File: config.mk
export PLATFORM = sky130hd
export DESIGN_NAME = mult_div
export DESIGN_NICKNAME = d
export VERILOG_FILES = /design/src/rtl/mult_div.sv
export SDC_FILE = /design/constraint.sdc
export NUM_CORES = 1
export LEC_CHECK = 0
export BUFFER_PORTS_ARGS = -buffer_cell sky130_fd_sc_hd__clkbuf_2
export CORE_ASPECT_RATIO = 1.4
export CORE_UTILIZATION = 60
export DETAILED_ROUTE_END_ITERATION = 8
export GPL_TIMING_DRIVEN = 0
export PLACE_DENSITY = 0.8
export SYNTH_ARGS = -nofsm -noshare
export SYNTH_HDL_FRONTEND = slang
export SYNTH_SLANG_ARGS = --single-unit
File: constraint.sdc
create_clock -name clk -period 6 [get_ports clk]
set_input_delay 1.2 -clock clk [delete_from_list [all_inputs] [get_ports clk]]
set_output_delay 1.2 -clock clk [all_outputs]
set_load 0.02 [all_outputs]
File: src/rtl/mult_div.sv
// mult_div: multicycle signed multiply/divide unit with private Hi/Lo result
// registers. MULT uses radix-2 Booth recoding, DIV uses unsigned restoring
// division on operand magnitudes followed by a sign fix-up. Each operation
// takes 32 iteration cycles plus one FIN cycle that writes Hi/Lo.
module mult_div (
    input  logic        clk,
    input  logic        reset,
    input  logic [31:0] A,
    input  logic [31:0] B,
    input  logic        MultStart,
    input  logic        DivStart,
    output logic [31:0] Hi,
    output logic [31:0] Lo,
    output logic        Busy,
    output logic        Done,
    output logic        DivZero
);

    typedef enum logic [1:0] {
        ST_IDLE = 2'd0,
        ST_MULT = 2'd1,
        ST_DIV  = 2'd2,
        ST_FIN  = 2'd3
    } state_t;

    state_t      state_r;
    state_t      state_s;

    logic [64:0] acc_r;
    logic [31:0] mcand_r;
    logic [31:0] divisor_r;
    logic [31:0] rem_r;
    logic [31:0] quo_r;
    logic [5:0]  count_r;
    logic        sign_a_r;
    logic        sign_b_r;
    logic        is_div_r;
    logic [31:0] hi_r;
    logic [31:0] lo_r;
    logic        done_r;
    logic        divzero_r;

    logic [32:0] booth_upper_s;
    logic [32:0] booth_sum_s;
    logic [64:0] acc_next_s;
    logic [32:0] div_shift_s;
    logic [32:0] div_trial_s;
    logic [31:0] rem_next_s;
    logic [31:0] quo_next_s;
    logic [31:0] hi_res_s;
    logic [31:0] lo_res_s;

    // Magnitude of a signed 32-bit value; |-2^31| wraps to 0x80000000, which is
    // exactly the unsigned magnitude the divider needs.
    function automatic logic [31:0] abs32(input logic [31:0] v);
        if (v[31]) begin
            abs32 = 32'd0 - v;
        end else begin
            abs32 = v;
        end
    endfunction

    // Next-state decode for the operation sequencer.
    always_comb begin
        state_s = state_r;
        case (state_r)
            ST_IDLE: begin
                if (MultStart) begin
                    state_s = ST_MULT;
                end else if (DivStart && (B != 32'd0)) begin
                    state_s = ST_DIV;
                end else begin
                    state_s = ST_IDLE;
                end
            end
            ST_MULT: begin
                if (count_r == 6'd1) begin
                    state_s = ST_FIN;
                end else begin
                    state_s = ST_MULT;
                end
            end
            ST_DIV: begin
                if (count_r == 6'd1) begin
                    state_s = ST_FIN;
                end else begin
                    state_s = ST_DIV;
                end
            end
            ST_FIN:  state_s = ST_IDLE;
            default: state_s = ST_IDLE;
        endcase
    end

    // Single Booth step, single restoring-division step and final result fix-up.
    always_comb begin
        // The add/subtract is done one bit wider than the accumulator's upper
        // half so that the bit shifted in is the true sign; with a 32-bit sum,
        // 0 - (-2^31) would overflow and the product of -2^31 * -2^31 would
        // come out negative.
        booth_upper_s = {acc_r[64], acc_r[64:33]};
        case (acc_r[1:0])
            2'b01:   booth_sum_s = booth_upper_s + {mcand_r[31], mcand_r};
            2'b10:   booth_sum_s = booth_upper_s - {mcand_r[31], mcand_r};
            default: booth_sum_s = booth_upper_s;
        endcase
        acc_next_s = {booth_sum_s, acc_r[32:1]};

        // The partial remainder is always below the divisor (at most 2^31 - 1),
        // so the shifted value fits in 32 bits and a 33-bit trial gives the sign.
        div_shift_s = {rem_r, quo_r[31]};
        div_trial_s = div_shift_s - {1'b0, divisor_r};
        if (!div_trial_s[32]) begin
            rem_next_s = div_trial_s[31:0];
            quo_next_s = {quo_r[30:0], 1'b1};
        end else begin
            rem_next_s = div_shift_s[31:0];
            quo_next_s = {quo_r[30:0], 1'b0};
        end

        if (is_div_r) begin
            hi_res_s = sign_a_r ? (32'd0 - rem_r) : rem_r;
            lo_res_s = (sign_a_r ^ sign_b_r) ? (32'd0 - quo_r) : quo_r;
        end else begin
            hi_res_s = acc_r[64:33];
            lo_res_s = acc_r[32:1];
        end
    end

    // State register.
    always_ff @(posedge clk or negedge reset) begin
        if (!reset) begin
            state_r <= ST_IDLE;
        end else begin
            state_r <= state_s;
        end
    end

    // Operand latching, iteration datapath, result registers and status pulses.
    always_ff @(posedge clk or negedge reset) begin
        if (!reset) begin
            acc_r     <= 65'd0;
            mcand_r   <= 32'd0;
            divisor_r <= 32'd0;
            rem_r     <= 32'd0;
            quo_r     <= 32'd0;
            count_r   <= 6'd0;
            sign_a_r  <= 1'b0;
            sign_b_r  <= 1'b0;
            is_div_r  <= 1'b0;
            hi_r      <= 32'd0;
            lo_r      <= 32'd0;
            done_r    <= 1'b0;
            divzero_r <= 1'b0;
        end else begin
            done_r    <= (state_r == ST_FIN);
            divzero_r <= (state_r == ST_IDLE) && !MultStart && DivStart && (B == 32'd0);
            case (state_r)
                ST_IDLE: begin
                    if (MultStart) begin
                        mcand_r  <= A;
                        acc_r    <= {32'd0, B, 1'b0};
                        count_r  <= 6'd32;
                        is_div_r <= 1'b0;
                    end else if (DivStart && (B != 32'd0)) begin
                        quo_r     <= abs32(A);
                        divisor_r <= abs32(B);
                        rem_r     <= 32'd0;
                        sign_a_r  <= A[31];
                        sign_b_r  <= B[31];
                        count_r   <= 6'd32;
                        is_div_r  <= 1'b1;
                    end
                end
                ST_MULT: begin
                    acc_r   <= acc_next_s;
                    count_r <= count_r - 6'd1;
                end
                ST_DIV: begin
                    rem_r   <= rem_next_s;
                    quo_r   <= quo_next_s;
                    count_r <= count_r - 6'd1;
                end
                ST_FIN: begin
                    hi_r <= hi_res_s;
                    lo_r <= lo_res_s;
                end
                default: begin
                    count_r <= 6'd0;
                end
            endcase
        end
    end

    assign Hi      = hi_r;
    assign Lo      = lo_r;
    assign Busy    = (state_r != ST_IDLE);
    assign Done    = done_r;
    assign DivZero = divzero_r;

endmodule

=== Word level (Yosys, flattened, before mapping) ===
Cells that the tools add are included.
Widths: inputs -> output; s select.

* Add/subtract/negate cells: 8
* Eq/ne operators: 11
* Multiplexer cells: 27
* Bitwise logic cells: 2
* Reduce and logical (&&, ||, !) cells: 21

{| class="wikitable"
|+ Operator list
! cell !! number
|-
| $mux 32 || 11
|-
| $pmux 65 s2 || 1
|-
| $pmux 32 s2 || 2
|-
| $sub 1x32->32 const A || 4
|-
| $pmux 33 s2 || 1
|-
| $mux 65 || 1
|-
| $add 32x32->33 || 1
|-
| $sub 32x32->33 || 1
|-
| $sub 33x32->33 || 1
|-
| $logic_not 32->1 || 1
|-
| $reduce_bool 32->1 || 1
|-
| $mux 6 || 2
|-
| $pmux 6 s2 || 1
|-
| $reduce_bool 2->1 || 5
|-
| $reduce_and 3->1 || 3
|-
| $pmux 2 s4 || 1
|-
| $reduce_and 2->1 || 4
|-
| $eq 2x2->1 const B || 3
|-
| $eq 6x1->1 const B || 1
|-
| $mux 2 || 3
|-
| $ne 2x2->1 const B || 3
|-
| $sub 6x1->6 const B || 1
|-
| $eq 2x1->1 const B || 2
|-
| $logic_and 1x1->1 || 4
|-
| 8 further kinds || 11
|}

* Flip-flop bits (word level): 270
* Input bits: 68
* Output and inout bits: 67
* Word-level logic and storage cells: 84

=== Longest topological paths before layout ===
Gate-level depths: netlist of run 1.

* Depth after elaboration: 5
* Depth in mapped cells: 18
* Mapped depth without buffers: 18

=== Least setup slack after synthesis of run 1 ===
No wires, ideal clock.

* Path type: reg2reg
* Start point: register mcand_r[8]
* End point: register acc_r[63]
* Arrival time: 4.421 ns
* Required time: 5.931 ns
* Path slack: 1.510 ns
* Stages on the path, launching flop included: 15
* Path buffers: 1
* Clock period less this slack: 4.490 ns
* Cell sequence: dfrtp_1 -> or4_1 -> nor4_1 -> a21oi_1 -> xnor2_1 -> ha_1 -> clkbuf_1 -> a2111oi_0 -> nand3_1 -> o211a_1 -> o32a_1 -> a31o_2 -> a311o_1 -> a2111oi_0 -> nand3b_1

* Longest elaborated chain between the ends: 3
* Elaborated cells on any way between the ends: 4

{| class="wikitable"
|+ Ends and longest elaborated chain
! item !! line !! text
|-
| start: declaration || 30 || <nowiki>logic [31:0] mcand_r;</nowiki>
|-
| start signal: assignment || 143 || <nowiki>mcand_r <= 32'd0;</nowiki>
|-
| start signal: assignment || 161 || <nowiki>mcand_r <= A;</nowiki>
|-
| $sub 32x32->33 or $add 32x32->33 (tied branches) || 104, 103 ||
|-
| $pmux 33 s2 (*) || 102 || <nowiki>case (acc_r[1:0])</nowiki>
|-
| $pmux 65 s2 (*) || 158 || <nowiki>case (state_r)</nowiki>
|-
| end signal: assignment || 162 || <nowiki>acc_r <= {32'd0, B, 1'b0};</nowiki>
|-
| end signal: assignment || 176 || <nowiki>acc_r <= acc_next_s;</nowiki>
|-
| end: declaration || 29 || <nowiki>logic [64:0] acc_r;</nowiki>
|}

Every way passes the cells marked *; elsewhere a longest branch is shown, timed or not.
A chain may end at the register's enable or synchronous reset.

=== Worst setup path in the final report of run 1 ===
* Start point: register mcand_r[7]
* End point: register acc_r[64]

The elaborated chain is that of the path after synthesis.

==> results by group, run 1 <==
Yosys
  – Post-synthesis sequential area ratio: 37.40%
  – Adder-Cell Fraction of Synth Area: 5.485%
  – Syn Inst Count: 2052
  – Post-synthesis xor/xnor area fraction: 10.18%
  – Largest family of logic cells by synthesized area: compound AO/OA/AOI/OAI gates
  – Synth Area in Compound Gates: 19.11%
  – Simple-gate share of the synthesized area: 14.47%
  – Unique masters post-synth: 68
  – YS warnings: 0
  – Post-synthesis mux area share: 9.785%
  – EDFF count, synth: 0
  – Top FF cell, synth: dfrtp_1
  – Cell area after synthesis: 18070 sq um
  – Synth Register Bits: 270
  – Asr flop ratio synth: 100.0%
  – Syn_nets: 2198
  – Synth Area per Inst: 8.805 sq um

Timing
  – Fin Setup TNS: 0 ns
  – Final setup margin: 0.4330 ns
  – Hold Violations, Final: 0
  – Slew HR: 25.67%
  – Max-slew violations: 0
  – Setup repair after global routing missed its margin: false
  – Final setup fails: 0
  – Max Freq: 179.6 MHz
  – Hold slack: 0.5104 ns
  – Final period utilization: 92.78%
  – Fin crit period: 5.567 ns
  – Slew @ Worst Pin: 1.105 ns
  – Clk_skew: 0.01560 ns

Clock network
  – Hold-fix buffers, CTS: 0
  – CTS H-tree depth: 1
  – CTS Root Cell: clkbuf_16
  – Post-CTS Setup Bufs: 0
  – CTS sink count: 270
  – Cts bufs inserted: 28
  – CTS max path bufs: 3
  – Clock latency at the later pin of the worst-skew pair: 0.58 ns
  – TritonCTS clock tree: done
  – Clock-pin transition on the worst setup and hold timing paths: 0.06 ns
  – Post-CTS sizing: 0

Flow run
  – Max-cap violations: 0

Layout
  – Fraction of final layout cells sized beyond drive strength 1: 13.09%
  – Area Growth Syn to Fin: 11.93%
  – Design Area, Final: 20220 sq um
  – Fin cells: 2619
  – # diodes: 0
  – Utilization after layout: 68.68%
  – Final net count: 2364

Drt
  – Detailed Route Iter0 Violations: 1085
  – Avg WL per Cell: 21.25 um
  – TritonRoute pass-1 iters: 6
  – Via/cell ratio: 6.220
  – Vias: 16290
  – Routed Wire Length: 55.66 mm
  – Post-DRT Antenna Nets: 0
  – Drc violations: 0

Floorplan
  – Die Wd: 148.7 um
  – Cell Rows: 74
  – Total core area: 29440 sq um
  – IO Pins: 135
  – Full die area: 30820 sq um
  – Initial core utilization: 61.36%
  – Die height: 207.3 um

Global routing
  – Largest net degree at the start of global routing: 102
  – Total global routing overflow: 0
  – Initial antenna violation count: 2
  – First-pass GRT wire length: 87.38 mm
  – All-Layer GR Usage: 36.45%
  – Number of global-route vias before repair: 16290

Pwr
  – Peak VDD IR: 349.8 uV
  – Tot Pwr: 14.04 mW
  – Power Dens Cells: 694.4 nW/um^2
  – LEAKAGE: 9.206 nW

Critical path
  – Worst setup path class: flip-flop to flip-flop
  – CP Launch Type: flip-flop
  – R2R Path Start: mcand_r[7]$_DFFE_PN0P_
  – CP Data Arrival Time: 6.05 ns
  – CP required: 6.49 ns
  – Crit. End Element: flip-flop
  – Critical path launch point: mcand_r[7]$_DFFE_PN0P_
  – Critical Path Fanout Max: 7

Status
  – Status: complete, no violations

Placement
  – DP Area: 19280 sq um
  – DP Wirelength: 43.26 mm
  – Placer Congestion: 0.9761
  – Pre-CTS setup slack: 0.5532 ns
  – Input/output buffers: 134
  – Cell count after placement: 2568

Worst hold path
  – Worst Hold Class: flip-flop to flip-flop
  – Hold Crit Start: Hi[26]$_DFFE_PN0P_
[cell type report]
| type | instances | area, sq um |
|---|---|---|
| Clock buffer | 38 | 788.3 |
| Multi-Input combinational cell | 1611 | 10670 |
| Clock inverter | 13 | 156.4 |
| Timing Repair Buffer | 136 | 734.5 |
| Fill cell | 2397 | 9221 |
| Tap cell | 380 | 475.5 |
| Inverter | 72 | 270.3 |
| Sequential cell | 270 | 6756 |
| Buffer | 99 | 375.4 |
[state kept, by name (all words and copies together) (netlist names)]
signal	count
mcand_r	32
quo_r	32
state_r	2
rem_r	32
is_div_r	1
acc_r	65
Lo	32
Hi	32
sign_b_r	1
sign_a_r	1
count_r	6
DivZero	1
Done	1
divisor_r	32
[synthesized netlist by cell type, types with 3 or more instances]
master	n	area share [%]
nor4b_1	3	0.15
ha_1	76	5.3
a22o_1	4	0.19
o21a_1	8	0.33
buf_1	12	0.25
nor4_1	11	0.38
or2_2	4	0.14
inv_1	72	1.5
and3_1	7	0.24
a32oi_1	9	0.44
or4_1	16	0.66
a2111oi_0	4	0.19
or3_1	19	0.66
o31ai_1	33	1.4
a31oi_1	16	0.55
o22ai_1	3	0.10
a221o_1	5	0.28
nand4_1	7	0.24
a21o_1	35	1.5
xor2_1	117	5.7
mux2i_1	72	4.0
nand2b_1	9	0.31
xnor2_1	93	4.5
o41ai_1	17	0.82
nand2_1	197	4.1
o31a_1	6	0.29
o21ai_0	194	5.4
a31o_2	4	0.19
nor2_1	207	4.3
nand3b_1	5	0.21
a21oi_1	204	5.7
o211ai_1	6	0.25
clkbuf_1	84	1.7
a211oi_1	6	0.25
dfrtp_1	270	37
nor2b_1	13	0.45
nor3_1	25	0.69
nand3_1	24	0.66
o21bai_1	8	0.33
and2_1	18	0.62
buf_2	3	0.083
mux2_2	93	5.8
[cell usage in the layout (no fill, tap or decap), drive strengths merged, types with 17 or more instances in the layout]
| cell type | count |
|---|---|
| ha | 76 |
| inv | 72 |
| o31ai | 33 |
| xor2 | 117 |
| buf | 17 |
| nor2 | 207 |
| nand3 | 24 |
| or4 | 17 |
| mux2 | 93 |
| or3 | 21 |
| a21oi | 204 |
| mux2i | 72 |
| o21ai | 194 |
| o41ai | 18 |
| dfrtp | 270 |
| nand2 | 197 |
| and2 | 18 |
| clkbuf | 256 |
| xnor2 | 93 |
| nor3 | 26 |
| a21o | 35 |
[path summary, 6_finish.rpt]
| check | endpoint | slack [ns] | cells after the start |
|---|---|---|---|
| setup / recovery | acc_r[64]$_DFFE_PN0P_ | 0.43 | 15 |
| max in group asynchronous | quo_r[16]$_DFFE_PN0P_ | 4.42 | 2 |
| hold / removal | Hi[26]$_DFFE_PN0P_ | 0.51 | 1 |
| setup reg to reg | acc_r[64]$_DFFE_PN0P_ | 0.43 | 15 |
| hold reg to reg | Hi[26]$_DFFE_PN0P_ | 0.51 | 1 |
| min in group asynchronous | rem_r[13]$_DFFE_PN0P_ | 0.65 | 1 |
[critical path, stage by stage, from the launching register on]
cell and delay [ns]:
dfrtp_1 0.43, or4_1 0.61, nor4b_1 0.88, a21oi_1 0.17, xnor2_1 0.43, ha_1 0.42
a211oi_1 0.33, nor2_1 0.10, a2111oi_0 0.57, a211o_1 0.23, and4_1 0.23, o31a_1 0.26
o211ai_1 0.11, a31oi_1 0.45, a21oi_1 0.13, o211ai_1 0.11
[routing by layer]
metal / global-route usage (%) / up-vias / wire length (um)
met3: 4.527 / 186 / 3139
met2: 61.26 / 580 / 26800
li1: - / 7606 / -
met5: 0 / - / 26
met4: 24.71 / 4 / 4075
met1: 43.22 / 7913 / 21620
[cell families after synthesis]
group	after synthesis
compound gates	581
simple gates	577
flops	270
xor+xnor	210
buf+inv	171
mux	165
fa+ha+maj	78
[power breakdown]
group | internal, mW | leakage, nW | switching, mW
Clock | 1.05 | 0.464 | 0.771
Sequential | 2.63 | 3.37 | 0.967
Combinational | 3.37 | 5.37 | 5.26
Power figures use the tool's default switching activity.
==> inputs of run 2 (changes only) <==
REMOVE_ABC_BUFFERS = 1   (was unset)
==> run 2 against run 1 <==
  * Combinational power fell by 3.4%
  * Core utilization fell by 0.69 points
  * Register-to-register slack improved by 0.35 ns
  * Die area did not move
  * Cell area fell by 1.0%
  * Non-clock buffer count fell by 92
  * Routed wire length fell by 9.9%
  * Via count fell by 2.8%
  * Flip-flop and latch count did not move
  * Clock skew rose by 0.016 ns
  * Clock power fell by 6%
==> results by group, run 2 (same netlist as run 1, synthesis figures left out) <==
Status
  – Status: complete, no violations

Timing
  – Max Freq: 191.7 MHz (+6.7%)
  – Slew HR: 13.32% (-12 points)
  – Setup repair after global routing missed its margin: false
  – Slew @ Worst Pin: 1.298 ns (+0.1928 ns)
  – Final period utilization: 86.94% (-5.8 points)
  – Final setup fails: 0 (unchanged)
  – Final setup margin: 0.7838 ns (+0.3507 ns)
  – Fin crit period: 5.216 ns (-0.3507 ns)
  – Clk_skew: 0.03121 ns (+0.01561 ns)
  – Hold Violations, Final: 0 (unchanged)
  – Fin Setup TNS: 0 ns (unchanged)
  – Max-slew violations: 0 (unchanged)

Clock network
  – CTS Root Cell: clkbuf_16
  – CTS max path bufs: 3 (unchanged)
  – Post-CTS Setup Bufs: 0 (unchanged)
  – Clock-pin transition on the worst setup and hold timing paths: 0.06 ns (about the same)
  – CTS H-tree depth: 1 (unchanged)
  – Hold-fix buffers, CTS: 0 (unchanged)
  – Clock latency at the later pin of the worst-skew pair: 0.59 ns (about the same)
  – Post-CTS sizing: 0 (unchanged)
  – Cts bufs inserted: 28 (unchanged)
  – TritonCTS clock tree: done
  – CTS sink count: 270 (unchanged)

Layout
  – Number of flip-flops in the largest register: 65 (unchanged)
  – Most common cell after layout, fill and taps aside: dfrtp_1
  – Final net count: 2272 (-3.9%)
  – Area Growth Syn to Fin: 10.80%
  – Design Area, Final: 20020 sq um (-1.0%)
  – Commonest cells after routing, fill and taps aside: dfrtp_1 (269), nor2_1 (207), a21oi_1 (203)
  – Fin cells: 2524 (-3.6%)
  – # diodes: 0 (unchanged)
  – Fraction of final layout cells sized beyond drive strength 1: 13.90% (+0.81 points)
  – Most flop-heavy register: acc_r

Global routing
  – Largest net degree at the start of global routing: 111 (+8.8%)
  – Initial antenna violation count: 0 (-2)
  – All-Layer GR Usage: 32.66% (-3.8 points)
  – Number of global-route vias before repair: 15050 (-7.6%)
  – First-pass GRT wire length: 79.76 mm (-8.7%)
  – Total global routing overflow: 0 (unchanged)

Critical path
  – CP Data Arrival Time: 5.72 ns (-0.33 ns)
  – Slowest stage cell, crit path: nor4b_1
  – Worst setup path class: flip-flop to flip-flop
  – Critical Path Fanout Max: 7 (unchanged)
  – Worst-path cell chain: or4_1 > nor4b_1 > a21oi_1 > xnor2_1 > ha_1 > a211oi_1 > nor2_1 > a2111oi_0 > a211o_1 > and4_1 > o31a_1 > o211ai_1 > a31oi_1 > a21oi_1 > o211ai_1
  – Max incr delay on CP: 0.87 ns (about the same)
  – Crit. End Element: flip-flop
  – Bufs and invs on worst path: 0 (unchanged)
  – CP Launch Type: flip-flop
  – CP required: 6.50 ns (about the same)
  – Crit path max-delay family: compound AO/OA/AOI/OAI gates

Floorplan
  – Die Wd: 148.7 um (unchanged)
  – Initial core utilization: 61.36% (unchanged)
  – Die height: 207.3 um (unchanged)
  – Total core area: 29440 sq um (unchanged)
  – IO Pins: 135 (unchanged)
  – Cell Rows: 74 (unchanged)
  – Full die area: 30820 sq um (unchanged)

Placement
  – Cell count after placement: 2476 (-3.6%)
  – Pre-CTS setup slack: 0.8369 ns (+0.2837 ns)
  – Placer Congestion: 0.9332 (-4.4%)
  – DP Wirelength: 37.38 mm (-14%)
  – Input/output buffers: 134 (unchanged)
  – DP Area: 19140 sq um (-0.73%)

Drt
  – Drc violations: 0 (unchanged)
  – Avg WL per Cell: 19.86 um (-6.6%)
  – Detailed Route Iter0 Violations: 1251 (+15%)
  – TritonRoute pass-1 iters: 5 (-1)
  – Post-DRT Antenna Nets: 0 (unchanged)
  – Routed Wire Length: 50.13 mm (-9.9%)
  – Via/cell ratio: 6.272 (+0.85%)
  – Vias: 15830 (-2.8%)

Worst hold path
  – Worst Hold Class: flip-flop to flip-flop

Pwr
  – LEAKAGE: 9.134 nW (-0.78%)
  – Peak VDD IR: 353.7 uV (+1.1%)
  – Power Dens Cells: 682.5 nW/um^2 (-1.7%)

Flow run
  – Max-cap violations: 0 (unchanged)
==> run 2: cell type report <==
type / instances / area [sq um]
Timing Repair Buffer: 143 / 904.6
Inverter: 72 / 270.3
Clock inverter: 4 / 70.07
Multi-Input combinational cell: 1611 / 10730
Fill cell: 2342 / 9424
Clock buffer: 44 / 810.8
Tap cell: 380 / 475.5
Sequential cell: 270 / 6760
==> run 2: per-stage QoR <==
step           total power, mW  util, %  hold slack [ns]
4_1_cts                  13.58    67.98           0.5086
3_3_place_gp             11.50    63.98           0.4872
6_report                 13.66    67.99           0.5053
3_5_place_dp             11.80    64.99           0.4949
2_1_floorplan            9.473        -           0.4719
5_1_grt                  14.69    67.99           0.5234
==> run 2: final timing paths <==
path / cells past startpoint / slack (ns) / end / startpoint
max in group asynchronous: 2 / 4.43 / is_div_r$_DFFE_PN0P_ / reset
min reg2reg: 1 / 0.51 / Hi[19]$_DFFE_PN0P_ / Hi[19]$_DFFE_PN0P_
min: 1 / 0.51 / Hi[19]$_DFFE_PN0P_ / Hi[19]$_DFFE_PN0P_
max: 15 / 0.78 / acc_r[64]$_DFFE_PN0P_ / mcand_r[7]$_DFFE_PN0P_
min in group asynchronous: 1 / 0.61 / acc_r[40]$_DFFE_PN0P_ / reset
max reg2reg: 15 / 0.78 / acc_r[64]$_DFFE_PN0P_ / mcand_r[7]$_DFFE_PN0P_
==> run 2: report_power, final <==
part	switching (mW)	leakage [nW]	total (mW)	internal, mW
Clock	0.746	0.427	1.71	0.967
Combinational	4.93	5.34	8.33	3.40
Sequential	0.989	3.37	3.62	2.63
==> run 2: layer usage <==
metal	GRT usage (%)	routed length, um
met1	42.28	20240
met2	54.50	24780
met3	2.901	2733
met4	16.07	2369
met5	0	0
